===== src/rtl/pipeline_ctrl.sv =====
// pipeline_ctrl: stall/flush controller for a 5-stage in-order pipeline (load-use, redirect, mul/div, data memory).
// Latency: outputs are combinational from the registered FSM state and the current-cycle hazard inputs.
// Backpressure: memory wait and multi-cycle EX freeze upstream stages; `PIPELINE_CTRL_PERF_EN adds stall_cycles.
module pipeline_ctrl #(
  parameter int REG_AW     = 5,
  parameter int MC_TIMEOUT = 64
) (
  input  logic              clk,
  input  logic              rst,
  input  logic              idex_mem_read,
  input  logic [REG_AW-1:0] idex_rd,
  input  logic [REG_AW-1:0] ifid_rs1,
  input  logic [REG_AW-1:0] ifid_rs2,
  input  logic              ifid_rs1_used,
  input  logic              ifid_rs2_used,
  input  logic              ex_redirect,
  input  logic              ex_mc_start,
  input  logic              ex_mc_done,
  input  logic              mem_req,
  input  logic              mem_ready,
  output logic              pc_stall,
  output logic              ifid_stall,
  output logic              idex_stall,
  output logic              exmem_stall,
  output logic              ifid_flush,
  output logic              idex_flush,
  output logic              exmem_flush,
  output logic              memwb_flush,
  output logic              mc_timeout
`ifdef PIPELINE_CTRL_PERF_EN
  ,
  output logic [31:0]       stall_cycles
`endif
);

  // Counter wide enough to hold MC_TIMEOUT-1 (at least one bit).
  localparam int CW = (MC_TIMEOUT > 1) ? $clog2(MC_TIMEOUT) : 1;
  localparam logic [CW-1:0] CNT_LAST = CW'(MC_TIMEOUT - 1);

  typedef enum logic [1:0] {
    RUN      = 2'd0,
    MC_WAIT  = 2'd1,
    MEM_WAIT = 2'd2
  } state_t;

  state_t        state, state_nxt;
  logic [CW-1:0] mc_cnt, mc_cnt_nxt;

  logic load_use;
  logic mem_wait;
  logic mc_begin;

  // Ungated control terms; reset gating is applied at the ports.
  logic pc_s, ifid_s, idex_s, exmem_s;
  logic ifid_f, idex_f, exmem_f, memwb_f;
  logic mc_to;

  // A load in EX whose destination is read by the instruction in ID; x0 never hazards.
  assign load_use = idex_mem_read && (idex_rd != '0) &&
                    ((ifid_rs1_used && (ifid_rs1 == idex_rd)) ||
                     (ifid_rs2_used && (ifid_rs2 == idex_rd)));

  assign mem_wait = mem_req && !mem_ready;

  // Start and done in the same cycle is a single-cycle op: nothing to wait for.
  assign mc_begin = ex_mc_start && !ex_mc_done;

  // State and wait-counter registers; reset abandons any wait in progress.
  always_ff @(posedge clk or negedge rst) begin
    if (!rst) begin
      state  <= RUN;
      mc_cnt <= '0;
    end else begin
      state  <= state_nxt;
      mc_cnt <= mc_cnt_nxt;
    end
  end

  // Next-state and stall/flush decode; priority is memory > multi-cycle > redirect > load-use.
  always_comb begin
    state_nxt  = state;
    mc_cnt_nxt = '0;
    pc_s       = 1'b0;
    ifid_s     = 1'b0;
    idex_s     = 1'b0;
    exmem_s    = 1'b0;
    ifid_f     = 1'b0;
    idex_f     = 1'b0;
    exmem_f    = 1'b0;
    memwb_f    = 1'b0;
    mc_to      = 1'b0;

    unique case (state)
      RUN: begin
        if (mem_wait) begin
          pc_s      = 1'b1;
          ifid_s    = 1'b1;
          idex_s    = 1'b1;
          exmem_s   = 1'b1;
          memwb_f   = 1'b1;
          state_nxt = MEM_WAIT;
        end else if (mc_begin) begin
          pc_s      = 1'b1;
          ifid_s    = 1'b1;
          idex_s    = 1'b1;
          exmem_f   = 1'b1;
          state_nxt = MC_WAIT;
        end else if (ex_redirect) begin
          // Wrong-path fetch is squashed; PC loads the redirect target.
          ifid_f = 1'b1;
          idex_f = 1'b1;
        end else if (load_use) begin
          // Hold IF/ID one cycle and inject a single bubble into EX.
          pc_s   = 1'b1;
          ifid_s = 1'b1;
          idex_f = 1'b1;
        end
      end

      MC_WAIT: begin
        // Redirect, load-use and memory wait are not acted on while EX is busy.
        if (ex_mc_done) begin
          state_nxt = RUN;
        end else if (mc_cnt == CNT_LAST) begin
          // Unit never answered: abort, drop the stalled op and resume.
          mc_to     = 1'b1;
          idex_f    = 1'b1;
          state_nxt = RUN;
        end else begin
          pc_s       = 1'b1;
          ifid_s     = 1'b1;
          idex_s     = 1'b1;
          exmem_f    = 1'b1;
          mc_cnt_nxt = mc_cnt + 1'b1;
        end
      end

      MEM_WAIT: begin
        if (mem_ready) begin
          state_nxt = RUN;
        end else begin
          pc_s    = 1'b1;
          ifid_s  = 1'b1;
          idex_s  = 1'b1;
          exmem_s = 1'b1;
          memwb_f = 1'b1;
        end
      end

      default: begin
        state_nxt = RUN;
      end
    endcase
  end

  // All outputs read as zero while reset is held, independent of the inputs.
  assign pc_stall    = rst & pc_s;
  assign ifid_stall  = rst & ifid_s;
  assign idex_stall  = rst & idex_s;
  assign exmem_stall = rst & exmem_s;
  assign ifid_flush  = rst & ifid_f;
  assign idex_flush  = rst & idex_f;
  assign exmem_flush = rst & exmem_f;
  assign memwb_flush = rst & memwb_f;
  assign mc_timeout  = rst & mc_to;

`ifdef PIPELINE_CTRL_PERF_EN
  // Count cycles with the front end frozen, saturating rather than wrapping.
  always_ff @(posedge clk or negedge rst) begin
    if (!rst) begin
      stall_cycles <= '0;
    end else if (pc_stall && (stall_cycles != 32'hFFFF_FFFF)) begin
      stall_cycles <= stall_cycles + 32'd1;
    end
  end
`endif

endmodule


===== config.mk =====
export PLATFORM = sky130hd
export DESIGN_NAME = pipeline_ctrl
export DESIGN_NICKNAME = d
export VERILOG_FILES = /design/src/rtl/pipeline_ctrl.sv
export SDC_FILE = /design/constraint.sdc
export NUM_CORES = 1
export LEC_CHECK = 0
export CAP_MARGIN = 20
export CORE_MARGIN = 2
export CORE_UTILIZATION = 35
export CTS_CLUSTER_SIZE = 12
export DETAILED_ROUTE_END_ITERATION = 10
export DONT_BUFFER_PORTS = 1
export GPL_TIMING_DRIVEN = 0
export MAX_ROUTING_LAYER = met4
export PLACE_DENSITY = 0.55
export SLEW_MARGIN = 40
export SYNTH_ARGS = -nofsm -noshare
export SYNTH_HDL_FRONTEND = slang
export SYNTH_SLANG_ARGS = --single-unit

===== constraint.sdc =====
create_clock -name clk -period 1.5 [get_ports clk]
set_clock_uncertainty 0.05 [all_clocks]
set_input_delay 0.075 -clock clk [delete_from_list [all_inputs] [get_ports clk]]
set_output_delay 0.075 -clock clk [all_outputs]
set_load 0.02 [all_outputs]

==> results of run 1 <==
[synthesized netlist by cell type (2+ instances only)]
cell type  n  area, um^2
and2_1     3        18.8
a21oi_1    2        10.0
o21bai_1   2        15.0
buf_4      2        15.0
dfrtp_1    8         200
nor2_1     8        30.0
nand2_1    3        11.3
xnor2_1    5        43.8
or4_1      2        15.0
and2b_2    2        17.5
nand3_1    2        10.0
nor4_1     2        12.5
nand2b_1   2        12.5
xor2_1     9        78.8
[metal layers]
layer | routed length, um | GRT usage (%) | up-vias
met1 | 569 | 14.6 | 254
met5 | 0 | - | -
met2 | 823 | 25.8 | 24
met4 | 25 | 8.33 | 0
li1 | - | - | 261
met3 | 91 | 3.46 | 5
[worst register-to-register path: stages (launching register included)]
cell and delay, ns:
dfrtp_1 0.43, or3b_4 0.45, buf_6 0.15, buf_6 0.11
o21bai_4 0.18, buf_6 0.12, buf_6 0.12, nor2_2 0.07
[where the power goes]
group / switching (uW) / leakage, uW / internal, uW
clock network: 80.6 / 0.0000138 / 92.1
registers: 6.53 / 0.000110 / 223
logic: 84.2 / 0.000232 / 93.9
total: 171 / 0.000356 / 409
[flip-flops by register name, summed over array words and instances, names as in the netlist]
name    flops
mc_cnt      6
state       2
[area by class of cell]
cell class / count / share of cell area, %
multi-input combinational: 57 / 59.3
sequential: 8 / 22.2
timing repair buffer: 10 / 10.5
tap: 25 / 3.46
clock buffer: 3 / 2.49
buffer: 2 / 2.08
[timing repair]
| action | in CTS | in global routing |
|---|---|---|
| pin swaps | 5 | 6 |
| gates cloned | 0 | 0 |
| hold buffers | 2 | 0 |
| setup buffers | 5 | 4 |
| hold endpoints to repair | 9 | 0 |
| setup endpoints to repair | 8 | 13 |
| gates resized for setup | 13 | 8 |
[stage by stage]
step / setup slack (ns) / utilization (%)
floorplan: -0.108 / -
global placement: -0.214 / 41.4
detailed placement: -0.215 / 41.4
CTS: -0.438 / 48.9
global route: -0.510 / 51.8
finish: -0.459 / 51.8
[how the worst max path moves through the flow]
stage | slack (ns) | endpoint | cells past startpoint
final | -0.46 | idex_flush | 5
after global routing | -0.51 | idex_flush | 5
after CTS | -0.44 | pc_stall | 5
after detailed placement | -0.22 | pc_stall | 5
after global placement | -0.21 | pc_stall | 5
after floorplan | -0.11 | pc_stall | 5
[cells by family after synthesis]
kind of cell / Yosys count / synth area share (%)
compound gates: 11 / 13.6
xor+xnor: 14 / 18.8
fa+ha+maj: 1 / 1.92
buf+inv: 2 / 2.30
flops: 8 / 30.7
simple gates: 31 / 32.8
==> run metrics, run 1 <==
Tightest Pin Transition=0.534 ns; HP Class=input pin to asynchronous set/reset pin; Post-Syn Area=653 um^2; final-report setup violation count=11; CTS tree=yes; Area growth syn-to-layout=38.3%; #FFs+latches synth=8; Async SR Flop Fraction=100%; DIE HEIGHT=47.2 um; standard-cell rows=15; multi-input logic area=536 um^2; worst r2r src=state[1]; number of synthesized flops with an enable pin=0; number of port buffers=0; ANT cells=0; Fillers=162; maximum root-to-sink buffer count=2; CP max FO=5; HPWL after DPL=1.02 mm; final period utilization=131%; R2R cell count=7; Vias=544; Buf+Inv Stages, Crit Path=1; Syn Area/Cell=9.75 um^2; Non-Filler Instances=105; total gr overflow=0; DP Area=722 um^2; maxcap violations=0; CP cell instances=or3b_4, buf_6, nor4_4, a21oi_2, o21ai_4; outcome=complete, but fails checks; Core Region=1750 um^2; Post-Route WL=1.51 mm; CP max-delay cell=or3b_4; setup TNS=-2.93 ns; Hold Slack=0.111 ns; DR iter-0 viols=4; Die ar.=2230 um^2; initial antenna violation count=0; vias in the first global route=525; reg-to-reg endpoint=mc_cnt[0]; startpoint types=register; Skew-Pair Late Insertion Delay=0.26 ns; Tot Pwr=580 uW; Worst VDD drop=0.224 mV; Synth Instances=67; Synth Net Count=93; Crit path required time=1.37 ns; nets=108; min Tclk post-route=1.96 ns; gr usage total=14.6%; unrepaired setup endpoints after global routing=yes; clk sinks=8; Final Cell Area=903 um^2; largest net degree at the start of global routing=9; endpoints failing hold=0; sequential fraction of the synthesis area=30.7%; final setup margin=-0.459 ns; synth unique cells=29; Cell Pwr Density=642 nW/um^2; top_reg_cell synth=dfrtp_1; Die Width=47.2 um; Ports=34; CTS Buf Count=3; yosys warns=0; LEAKAGE=0.000356 uW; Remaining DRCs=0; Reg clk slew, reported paths=0.06 ns; drt pass-1 iters=3; first-pass GRT wire length=2.11 mm; most frequent cells in the layout=xor2_1 (9), dfrtp_1 (8); crit-path max cell delay=0.45 ns; CP startpoint=state[1]; f_max=510 MHz; layout cell share with drive strength beyond 1=47.5%; vias per cell=5.18; clk root buf=clkbuf_4; final RePlAce weighted congestion=0.724; initial core utilization=37.4%; Top delay family on crit path=simple AND/OR/NAND/NOR gates; commonest non-fill, non-tap cell in the layout=xor2_1; Cells after DPL=92; Worst Path Arrival=1.83 ns; htree depth=1; Reg area=200 um^2; final antenna-violating net count=0; Max Slew Vio Count=0; routed len/inst=14.4 um; R2R setup slack=-0.24 ns; failing checks=negative setup slack; Setup CP Type=register to primary output; slew margin rel.=64.4%; Worst setup EP type=primary output
Power figures use the tool's default switching activity.
==> run 2, diff against run 1 <==
==> constraint.sdc (replaced) <==
create_clock -name clk -period 1.6 [get_ports clk]
set_clock_uncertainty 0.05 [all_clocks]
set_input_delay 0.08 -clock clk [delete_from_list [all_inputs] [get_ports clk]]
set_output_delay 0.08 -clock clk [all_outputs]
set_load 0.02 [all_outputs]
==> run 2 against run 1 <==
Critical path type unchanged; clock power fell by 9.8%; combinational power shrank 7%; largest cell class unchanged; critical path depth unchanged; worst hold slack better by 0.0056 ns; first-iteration DRC count is 50% higher; clock-buffer cell count unchanged; power down 7.2%; highest routed layer is now met3; die area is the same; register-to-register slack improved by 0.30 ns; the run still ends with negative setup slack left; sequential cell count unchanged; wire length decreased by 6.4%.
==> run metrics, run 2 (synthesized netlist as in run 1, its figures left out) <==
uppermost layer routed=met3 (was met4); Post-Route WL=1.41 mm (was 1.51 mm); final period utilization=119%; vias in the first global route=529 (was 525); max FFs per register=6 (unchanged); slew margin rel.=69.4% (was 64.4%); HP Class=input pin to asynchronous set/reset pin (unchanged); final setup margin=-0.309 ns (was -0.459 ns); total gr overflow=0 (unchanged); P_int=384 uW (was 409 uW); Largest Register=mc_cnt (unchanged); initial core utilization=37.4% (unchanged); endpoints failing hold=0 (unchanged); LEAKAGE=0.000348 uW (was 0.000356 uW); net switching power=154 uW (was 171 uW); register share of total power=40.1% (was 39.5%); met3 wire len=91 um (unchanged); Worst Path Arrival=1.78 ns (was 1.83 ns); layout cell share with drive strength beyond 1=45.6% (was 47.5%); startpoint types=register (unchanged); vias per cell=5.06 (was 5.18); Cell Pwr Density=605 nW/um^2 (was 642 nW/um^2); gr usage total=14.7% (was 14.6%); first-pass GRT wire length=2.17 mm (was 2.11 mm); commonest non-fill, non-tap cell in the layout=xor2_1 (unchanged); Tightest Pin Transition=0.455 ns (was 0.534 ns); Setup CP Type=register to primary output (unchanged); standard-cell rows=15 (unchanged); maximum root-to-sink buffer count=2 (unchanged); Max Slew Vio Count=0 (unchanged); Core Region=1750 um^2 (unchanged); Vias=526 (was 544); setup TNS=-1.00 ns (was -2.93 ns); drt pass-1 iters=3 (unchanged); failing checks=negative setup slack (unchanged); CP max-delay cell=or3b_4 (unchanged); unrepaired setup endpoints after global routing=yes (unchanged); f_max=524 MHz; number of port buffers=0 (unchanged); Buf+Inv Stages, Crit Path=1 (unchanged); nets=107 (was 108); ANT cells=0 (unchanged); clk sinks=8 (unchanged); routed len/inst=13.6 um (was 14.4 um); Top delay family on crit path=compound AO/OA/AOI/OAI gates (was simple AND/OR/NAND/NOR gates); DR iter-0 viols=6 (was 4); combinational share of power=30.8% (was 30.7%); final antenna-violating net count=0 (unchanged); Skew-Pair Late Insertion Delay=0.26 ns (about the same); Non-Filler Instances=104 (was 105); Cells after DPL=92 (unchanged); CP max FO=4 (was 5); Met2 Wirelength=735 um (was 823 um); Die ar.=2230 um^2 (unchanged); Ports=34 (unchanged); Clock power frac=29.0% (was 29.8%); most frequent cells in the layout=xor2_1 (9), buf_4 (8), dfrtp_1 (8) (was xor2_1 (9), dfrtp_1 (8)); Die Width=47.2 um (unchanged); final core utilization=51.0% (was 51.8%); Final Cell Area=890 um^2 (was 903 um^2); R2R setup slack=0.06 ns (was -0.24 ns); final RePlAce weighted congestion=0.702 (was 0.724); top flop regs=mc_cnt: 6 flops, state: 2 flops (unchanged); DIE HEIGHT=47.2 um (unchanged); CTS Buf Count=3 (unchanged); CTS tree=yes (unchanged); final-report setup violation count=5 (was 11); Remaining DRCs=0 (unchanged); maxcap violations=0 (unchanged); largest net degree at the start of global routing=9 (unchanged); Area growth syn-to-layout=36.2% (was 38.3%); htree depth=1 (unchanged); CP cell instances=or3b_4, a31oi_4, o21a_4, o21bai_4, buf_6 (was or3b_4, buf_6, nor4_4, a21oi_2, o21ai_4); min Tclk post-route=1.91 ns; clk root buf=clkbuf_4 (unchanged); Worst VDD drop=0.542 mV (was 0.224 mV); HPWL after DPL=1.05 mm (was 1.02 mm); WL met1=586 um (was 569 um); crit-path max cell delay=0.42 ns (was 0.45 ns); sw frac=28.7% (was 29.5%); Crit path required time=1.47 ns (was 1.37 ns); initial antenna violation count=0 (unchanged); DP Area=718 um^2 (was 722 um^2); Worst setup EP type=primary output (unchanged); outcome=complete, but fails checks (unchanged); Reg clk slew, reported paths=0.06 ns (about the same)
run 2: routing by layer:
| metal | vias to the layer above | global-route usage [%] |
|---|---|---|
| li1 | 262 | - |
| met1 | 249 | 16.2 |
| met2 | 15 | 24.9 |
| met3 | 0 | 6.92 |
| met4 | 0 | 1.67 |
| met5 | - | - |
run 2: final timing paths:
path                             from         to  depth (start not counted)
max                          state[1]   pc_stall                          5
min                               rst  mc_cnt[5]                          1
max reg2reg                  state[1]  mc_cnt[3]                          5
min reg2reg                 mc_cnt[0]  mc_cnt[0]                          1
max in group asynchronous         rst  mc_cnt[2]                          1
min in group clk           ex_mc_done  mc_cnt[4]                          4
run 2: power groups by stage:
stage          registers (uW)  clock network [uW]  logic, uW
2_1_floorplan             218                   0        105
3_3_place_gp              220                   0        115
3_5_place_dp              219                   0        116
4_1_cts                   215                 161        152
5_1_grt                   217                 172        180
6_report                  216                 156        166
run 2: repair_timing:
| item | CTS | global route |
|---|---|---|
| endpoints found under the hold margin | 9 | 0 |
| buffers inserted | 5 | 2 |
| hold buffers | 2 | 0 |
| endpoints found under the setup margin | 7 | 10 |
| resized for setup | 10 | 5 |
| pin swaps | 4 | 6 |
run 2: final cells by class:
type	count	area, um^2
Sequential cell	8	200
Buffer	2	18.8
Tap cell	25	31.3
Clock buffer	3	22.5
Fill cell	158	856
Timing Repair Buffer	9	72.6
Multi-Input combinational cell	57	544
run 2: per-stage QoR:
| stage | power (uW) | hold WS, ns | worst slack, ns |
|---|---|---|---|
| after CTS | 528 | 0.135 | -0.342 |
| after detailed placement | 335 | -0.265 | -0.126 |
| final | 538 | 0.117 | -0.309 |
| after global placement | 335 | -0.265 | -0.136 |
| after floorplan | 323 | -0.266 | -0.0140 |
| after global routing | 569 | 0.144 | -0.385 |
==> run 3, diff against run 2 <==
--- a/config.mk
+++ b/config.mk
@@ -5,15 +5,15 @@
 export SDC_FILE = /design/constraint.sdc
 export NUM_CORES = 1
 export LEC_CHECK = 0
+export BUFFER_PORTS_ARGS = -buffer_cell sky130_fd_sc_hd__buf_2
 export CAP_MARGIN = 20
 export CORE_MARGIN = 2
 export CORE_UTILIZATION = 35
 export CTS_CLUSTER_SIZE = 12
 export DETAILED_ROUTE_END_ITERATION = 10
-export DONT_BUFFER_PORTS = 1
 export GPL_TIMING_DRIVEN = 0
 export MAX_ROUTING_LAYER = met4
-export PLACE_DENSITY = 0.55
+export PLACE_DENSITY = 0.71
 export SLEW_MARGIN = 40
 export SYNTH_ARGS = -nofsm -noshare
 export SYNTH_HDL_FRONTEND = slang
==> run 3 against run 2 <==
Combinational power rose by 32%; via count up 23%; worst hold slack gained 0.0099 ns; the run still ends with negative setup slack left; sequential share of layout area decreased by 3.7 points; critical path depth grew 1; non-clock buffer count is 35 higher; critical endpoint unchanged; global-route usage up 1.5 points; critical path type unchanged; sequential power about the same; register-to-register slack got worse by 0.03 ns; first-iteration DRC count is 83% lower; sequential cell count unchanged; cell count up 34%.
==> run metrics, run 3 (synthesized netlist as in run 1, its figures left out) <==
outcome=complete, but fails checks (unchanged); failing checks=negative setup slack (unchanged); Ports=34 (unchanged); Post-Route WL=1.59 mm (was 1.41 mm); standard-cell rows=15 (unchanged); layout cell share with drive strength beyond 1=60.5% (was 45.6%); Setup CP Type=register to primary output (unchanged); Hold Crit Depth=3; f_max=538 MHz (was 524 MHz); Tightest Pin Transition=0.387 ns (was 0.455 ns); final antenna-violating net count=0 (unchanged); htree depth=1 (unchanged); reg-to-reg endpoint=mc_cnt[3] (unchanged); worst r2r src=state[1] (unchanged); Remaining DRCs=0 (unchanged); R2R cell count=5 (unchanged); nets=142 (was 107); maximum root-to-sink buffer count=2 (unchanged); DIE HEIGHT=47.2 um (unchanged); CTS Buf Count=3 (unchanged); min Tclk post-route=1.86 ns (was 1.91 ns); Tot Pwr=583 uW (was 538 uW); final-report setup violation count=7 (was 5); initial antenna violation count=0 (unchanged); clk root buf=clkbuf_4 (unchanged); first-pass GRT wire length=2.44 mm (was 2.17 mm); commonest non-fill, non-tap cell in the layout=buf_2 (was xor2_1); LEAKAGE=0.000495 uW (was 0.000348 uW); maxcap violations=0 (unchanged); clk sinks=8 (unchanged); vias in the first global route=595 (was 529); vias per cell=4.65 (was 5.06); Cell Pwr Density=545 nW/um^2 (was 605 nW/um^2); DR iter-0 viols=1 (was 6); ANT cells=0 (unchanged); startpoint types=register (unchanged); Reg clk slew, reported paths=0.06 ns (about the same); R2R setup slack=0.03 ns (was 0.06 ns); Area growth syn-to-layout=63.6% (was 36.2%); final RePlAce weighted congestion=0.838 (was 0.702); Largest Register=mc_cnt (unchanged); CTS tree=yes (unchanged); most frequent cells in the layout=buf_2 (27), buf_4 (11), xor2_1 (9) (was xor2_1 (9), buf_4 (8), dfrtp_1 (8)); Hold Slack=0.126 ns (was 0.117 ns); CP max FO=5 (was 4); total gr overflow=0 (unchanged); Die Width=47.2 um (unchanged); number of port buffers=33 (was 0); unrepaired setup endpoints after global routing=yes (unchanged); initial core utilization=37.4% (unchanged); final setup margin=-0.258 ns (was -0.309 ns); HP Class=input pin to register (was input pin to asynchronous set/reset pin); worst-case hold path end point=state[1]; Crit path required time=1.47 ns (about the same); Core Region=1750 um^2 (unchanged); HPWL after DPL=1.19 mm (was 1.05 mm); largest net degree at the start of global routing=9 (unchanged); Max Slew Vio Count=0 (unchanged); gr usage total=16.2% (was 14.7%); Worst Path Arrival=1.73 ns (was 1.78 ns); Min-Delay Startpoint=mem_ready; top flop regs=mc_cnt: 6 flops, state: 2 flops (unchanged); endpoints failing hold=0 (unchanged); Vias=647 (was 526); drt pass-1 iters=2 (was 3); Die ar.=2230 um^2 (unchanged); Worst setup EP type=primary output (unchanged); final period utilization=116% (was 119%); slew margin rel.=74.2% (was 69.4%); routed len/inst=11.5 um (was 13.6 um); max FFs per register=6 (unchanged); Skew-Pair Late Insertion Delay=0.25 ns (was 0.26 ns); Worst VDD drop=0.612 mV (was 0.542 mV)
-- run 3: worst max path at each step --
stage	startpoint	endpoint	slack [ns]	cells after the start
final	state[1]	pc_stall	-0.26	6
after global routing	mc_cnt[0]	pc_stall	-0.33	7
after CTS	state[1]	pc_stall	-0.30	6
after detailed placement	state[1]	pc_stall	-0.1	6
after global placement	state[0]	pc_stall	-0.07	6
after floorplan	state[1]	pc_stall	-0.01	5
-- run 3: critical path, cell delays in order (launching register included) --
cell	delay [ns]
dfrtp_2	0.43
or3b_4	0.41
a31oi_4	0.16
o21a_2	0.15
o21bai_4	0.12
buf_6	0.11
buf_6	0.10
-- run 3: report_power, final --
| group | total [uW] | switching, uW | internal (uW) | leakage, uW |
|---|---|---|---|---|
| clock | 147 | 61.5 | 85.4 | 0.0000138 |
| combinational | 219 | 97.1 | 122 | 0.000373 |
| sequential | 217 | 7.16 | 209 | 0.000108 |
| total | 583 | 166 | 417 | 0.000495 |
-- run 3: through the flow --
| stage | TNS, ns | setup WS (ns) | utilization [%] | cell area, um^2 | cells |
|---|---|---|---|---|---|
| 2_1_floorplan | -0.0140 | -0.0140 | - | 687 | 67 |
| 3_3_place_gp | -0.0820 | -0.0738 | 50.6 | 883 | 125 |
| 3_5_place_dp | -0.135 | -0.0987 | 50.6 | 883 | 125 |
| 4_1_cts | -1.46 | -0.300 | 57.3 | 1000 | 134 |
| 5_1_grt | -1.90 | -0.333 | 61.2 | 1070 | 139 |
| 6_report | -1.32 | -0.258 | 61.2 | 1070 | 139 |
-- run 3: timing repair --
action	4_1_cts	5_1_grt
endpoints found under the hold margin	8	0
resized for setup	12	8
hold buffers	1	0
buffers inserted	5	5
pin swaps	4	4
setup endpoints to repair	7	8
-- run 3: final cells by class --
class / instances / area, um^2
Multi-Input combinational cell: 57 / 507
Buffer: 2 / 18.8
Fill cell: 151 / 677
Timing Repair Buffer: 44 / 288
Tap cell: 25 / 31.3
Sequential cell: 8 / 201
Clock buffer: 3 / 22.5
-- run 3: routing by layer --
metal  vias to the layer above  share of wire (%)  GRT usage [%]
met3                         4                4.6           5.00
met2                        15                 56           27.7
met4                         0               0.94           1.67
met1                       297                 39           19.2
li1                        331                  -              -
met5                         -                  0              -
